## src/rtl/synth_io_harness.sv

```systemverilog
// synth_io_harness: pin-limited harness; pin_in/pin_valid/pin_sync deserialise into din (+din_update pulse), dout captured on pin_capture and observed on pin_out as parity (OUT_MODE=0) or serial shift-out via pin_shift (OUT_MODE=1)
module synth_io_harness #(
  parameter int IN_WIDTH  = 8,
  parameter int OUT_WIDTH = 8,
  parameter int OUT_MODE  = 0
) (
  input  logic                 clk,
  input  logic                 rst,
  input  logic                 pin_in,
  input  logic                 pin_valid,
  input  logic                 pin_sync,
  (* keep *) output logic [IN_WIDTH-1:0] din,
  output logic                 din_update,
  input  logic [OUT_WIDTH-1:0] dout,
  input  logic                 pin_capture,
  input  logic                 pin_shift,
  output logic                 pin_out
);
  localparam int CW = $clog2(IN_WIDTH) + 1;
  logic [IN_WIDTH-1:0] sr, sr_next;
  logic [CW-1:0] cnt;
  logic last;
  (* keep *) logic [OUT_WIDTH-1:0] capture;
  assign sr_next = (sr >> 1) | (IN_WIDTH'(pin_in) << (IN_WIDTH - 1));
  assign last = pin_valid && (pin_sync ? (IN_WIDTH == 1) : (cnt == CW'(IN_WIDTH - 1)));
  assign pin_out = (OUT_MODE == 1) ? capture[0] : ^capture;
  always_ff @(posedge clk or posedge rst)
    if (rst) begin
      sr         <= '0;
      din        <= '0;
      cnt        <= '0;
      din_update <= 1'b0;
      capture    <= '0;
    end else begin
      din_update <= last;
      if (pin_valid) begin
        sr  <= sr_next;
        cnt <= last ? CW'(0) : pin_sync ? CW'(1) : cnt + CW'(1);
      end else if (pin_sync)
        cnt <= '0;
      if (last) din <= sr_next;
      if (pin_capture) capture <= dout;
      else if (OUT_MODE == 1 && pin_shift) capture <= capture >> 1;
    end
endmodule

```

## config.mk

```make
export PLATFORM = sky130hd
export DESIGN_NAME = synth_io_harness
export DESIGN_NICKNAME = d
export VERILOG_FILES = /design/src/rtl/synth_io_harness.sv
export SDC_FILE = /design/constraint.sdc
export NUM_CORES = 1
export LEC_CHECK = 0
export BUFFER_PORTS_ARGS = -buffer_cell sky130_fd_sc_hd__buf_2
export CAP_MARGIN = 20
export CORE_ASPECT_RATIO = 0.9
export CORE_MARGIN = 5
export CORE_UTILIZATION = 40
export CTS_CLUSTER_SIZE = 40
export DETAILED_ROUTE_END_ITERATION = 8
export GPL_TIMING_DRIVEN = 0
export PLACE_DENSITY_LB_ADDON = 0.3
export SETUP_SLACK_MARGIN = 0.02
export SLEW_MARGIN = 20
export SYNTH_ARGS = -nofsm -noshare
export SYNTH_HDL_FRONTEND = slang
export SYNTH_SLANG_ARGS = --single-unit
```

## constraint.sdc

```tcl
create_clock -name clk -period 4.1 [get_ports clk]
set_input_delay 0.205 -clock clk [delete_from_list [all_inputs] [get_ports clk]]
set_output_delay 0.205 -clock clk [all_outputs]
set_load 0.01 [all_outputs]
```

Yosys cells after proc, flatten, opt, wreduce, memory -nomap -nowiden --
Index checks and enable logic that the tools add are counted.
Storage, ports and cells: bits in registers 29, output and inout port bits 10
Cells by class: add/sub/neg operators 1, equal/unequal tests 1, muxes and demuxes 5, bitwise operators 1, reductions and logical operators 3
Operators with widths (number):
- $mux 4 | 4
- $or 7x8->8 | 1
- $reduce_xor 8->1 | 1
- $add 4x1->4 const B | 1
- $eq 4x3->1 const B | 1
- $reduce_bool 2->1 | 1
- $logic_and 1x1->1 | 1
- $mux 1 | 1

Logic depth before layout (Yosys ltp) --
depth after elaboration 5, gate-level depth with buffers 4, depth with buffers taken out 4

Least setup slack after synthesis --
Ideal clock, no wire load.
path kind register to register, from register cnt[0], to register din[7], setup time 0.125 ns, data arrival time 1.435 ns, required time 3.975 ns, path slack 2.540 ns, cell stages (with the launch flop) 5, clock period less this slack 1.560 ns, cell sequence dfrtp_1 > ha_1 > nand2_2 > nor4b_4 > mux2_2
On the way: cells in the longest elaborated chain, start to end 3
Ends and longest elaborated chain:
- start, declared | RTL line 21 | logic [CW-1:0] cnt;
- start signal, assigned | RTL line 38 | cnt <= last ? CW'(0) : pin_sync ? CW'(1) : cnt + CW'(1);
- $eq 4x3->1 | RTL line 25 | assign last = pin_valid && (pin_sync ? (IN_WIDTH == 1) : (cnt == CW'(IN_WIDTH - 1)));
- $mux 1 | RTL line 25
- $logic_and 1x1->1 | RTL line 25
- via last | RTL line 22 | logic last;
- end signal, assigned | RTL line 41 | if (last) din <= sr_next;
- end, declared | RTL line 12 | (* keep *) output logic [IN_WIDTH-1:0] din,
The timed path passes the listed nets, and every way through them passes these cells. A chain may end at the register's enable or synchronous reset.

Final worst setup path --
from register cnt[0], to register din[4]
Same word-level chain as after synthesis.

==> key figures <==
Floorplan
  • # IOs: 25
  • Row Count: 18
  • Core Box Area: 2770 sq um
  • Die area: 4067 sq um
  • Die Y: 61 um
  • Die Width: 66.67 um
  • Starting Density: 0.4173

Synth
  • Synth Area in Adders: 0.01082
  • Area contributors post-synth: dfrtp_1 61%, mux2_2 22%, xnor2_1 4.5%
  • Seq cells post-synth: 28
  • XOR/XNOR share of the synthesized area: 0.06061
  • Synth Cell Area: 1156 sq um
  • Post-Syn Nets: 95
  • Synth area leader: dfrtp_1
  • Sequential fraction of the synthesis area: 0.6061
  • Synthesis warning total: 0
  • Synth Area in Compound Gates: 0.008658
  • Yosys cell types: 17
  • Synth Area in Simple Gates: 0.08009
  • Proportion of synthesized area in mux cells: 0.2240
  • Syn Area/Cell: 14.63 sq um
  • Post-Synthesis Cells: 79
  • Largest family of logic cells by synthesized area: multiplexers
  • Yosys top cell area share: 0.6061

STA
  • Final Hold Vio Count: 0
  • Final Setup Violations: 0
  • Final Max Tran Viols: 0
  • Max Clock Freq: 550.9 MHz
  • Setup TNS Final: 0 ns
  • Crit share post-route: 0.4427
  • RSZ-0062 raised after global routing: false
  • Slew HR: 0.5572
  • Worst-margin pin slew: 0.6613 ns
  • Min cycle time layout: 1.815 ns
  • Worst Clk Skew: 0.004037 ns

Min path
  • Worst Hold Class: input port to register
  • HP Start: dout[3]
  • Hold path depth: 2
  • Hold Path Sink: capture[3]

Drt
  • WL per Instance: 12.69 um
  • Post-route ant nets: 0
  • Routed WL: 1.853 mm
  • DRC: 0
  • Vias: 676
  • Average vias per placed instance: 4.630
  • First-pass iteration count of the detailed router: 3
  • Initial DRC count: 9

Worst setup path
  • Worst reg2reg path startpoint: cnt[0]
  • Crit path from: cnt[0]
  • Flop2flop setup slack: 2.28 ns
  • Setup CP Type: register to register
  • Worst EP arrival: 2.04 ns
  • Slowest cell on crit path: nor4b_4
  • Max Fanout on Critical Path: 9
  • Buf/Inv on CP: 0
  • Critical Path Max Stage Delay: 0.58 ns
  • Top delay family on crit path: simple AND/OR/NAND/NOR gates
  • Reg2reg path depth: 4
  • Startpoint types: register
  • Worst setup EP type: register
  • Crit-path cells: ha_1, nand2_2, nor4b_4, mux2_2
  • CP required: 4.33 ns
  • Crit Reg-Reg Endpoint: din[4]

CTS
  • Clk sinks: 28
  • CTS Buf Count: 3
  • CTS tree: yes
  • Clk slew on worst S/H paths: 0.15 ns
  • Number of post-CTS setup repair buffers: 0
  • CTS root buffer: clkbuf_4
  • CTS H-tree depth: 1
  • Clock Latency Late Sink: 0.32 ns
  • Clock buffer depth: 2
  • Post-cts sizing count: 0

Global route
  • Initial antenna violation count: 0
  • Global-route wire length before repair: 3.325 mm
  • Total track usage: 0.1091
  • Largest net degree at the start of global routing: 29
  • Grt ovf: 0
  • Vias in the first global route: 748

Finish
  • Antenna Diode Count: 0
  • Share of post-route cells with drive strength above 1: 0.4906
  • Synth-to-layout area growth: 19.26%
  • Commonest non-fill, non-tap cells in the layout: 28 x dfrtp_1, 23 x mux2_2, 22 x buf_2
  • Fin nets: 123
  • Most common cell after layout, fill and taps aside: dfrtp_1
  • Final core occ: 0.4977

Status
  • Status: complete, no violations

Flow run
  • Max cap viols: 0

Pwr
  • Peak VDD IR: 0.2118 mV
  • PD cells: 433.6 nW/um^2
  • Leak pwr: 0.0006486 uW

Place
  • Routability congestion estimate: 0.6592
  • IO buf count: 22
  • HPWL after DPL: 1.354 mm
[flip-flops by register name, indices dropped and copies added, names as in the netlist]
signal,flops
din,8
capture,8
din_update,1
sr,7
cnt,4
[through the flow]
stage	power, uW	instance area, sq um	hold WS (ns)	worst slack [ns]	cells
2_1_floorplan	394.4	1156	0.2681	2.540	79
3_3_place_gp	421.6	1316	0.4411	2.297	141
3_5_place_dp	426.6	1316	0.4484	2.275	141
4_1_cts	608.1	1369	0.08751	2.250	145
5_1_grt	628.8	1379	0.08335	2.177	146
6_report	597.8	1379	0.1062	2.285	146
[synthesized netlist by cell type]
| master | n |
|---|---|
| nand2b_1 | 1 |
| inv_1 | 1 |
| clkbuf_1 | 2 |
| dfrtp_1 | 28 |
| nand4_1 | 1 |
| nor2_1 | 2 |
| nand3b_1 | 2 |
| nand3_1 | 2 |
| xnor2_1 | 6 |
| ha_1 | 1 |
| nand2_2 | 1 |
| nor4b_4 | 1 |
| a21oi_1 | 2 |
| nand2_1 | 3 |
| xor2_1 | 2 |
| or3_1 | 1 |
| mux2_2 | 23 |
[worst max path at each step]
stage	endpoint	slack [ns]	cells after the start
6_report	din[4]	2.28	4
5_1_grt	din[3]	2.18	4
3_3_place_gp	din[1]	2.30	4
3_5_place_dp	din[3]	2.28	4
2_1_floorplan	din[7]	2.54	4
4_1_cts	din[3]	2.25	4
[layer usage]
metal,GRT usage,vias up,wire [um]
met5,0,-,0
met4,0.05217,0,12
met3,0.03333,2,97
met2,0.1638,16,852
met1,0.1452,330,890
li1,-,328,-
[final cells by class]
| type | count | area, sq um |
|---|---|---|
| plain buffers | 2 | 7.507 |
| clock buffers | 3 | 22.52 |
| clock inverters | 1 | 30.03 |
| fillers | 256 | 1391 |
| inverters | 1 | 3.754 |
| multi-input cells | 48 | 444.2 |
| flip-flops and latches | 28 | 700.7 |
| well taps | 40 | 50.05 |
| repair buffers | 23 | 120.1 |
[where the power goes]
group          internal, uW  switching, uW
combinational          53.1           40.0
clock                  98.8           79.4
sequential              306           20.0
[timing repair]
action / CTS / global route
hold endpoints to repair: 0 / 28
hold buffers: 0 / 1
endpoints found under the setup margin: 0 / 0
[logic make-up after synthesis]
family | count (synthesis)
buf+inv | 3
mux | 23
xor+xnor | 8
flops | 28
compound gates | 2
simple gates | 14
fa+ha+maj | 1
No activity file was read; power rests on OpenSTA's default activity.
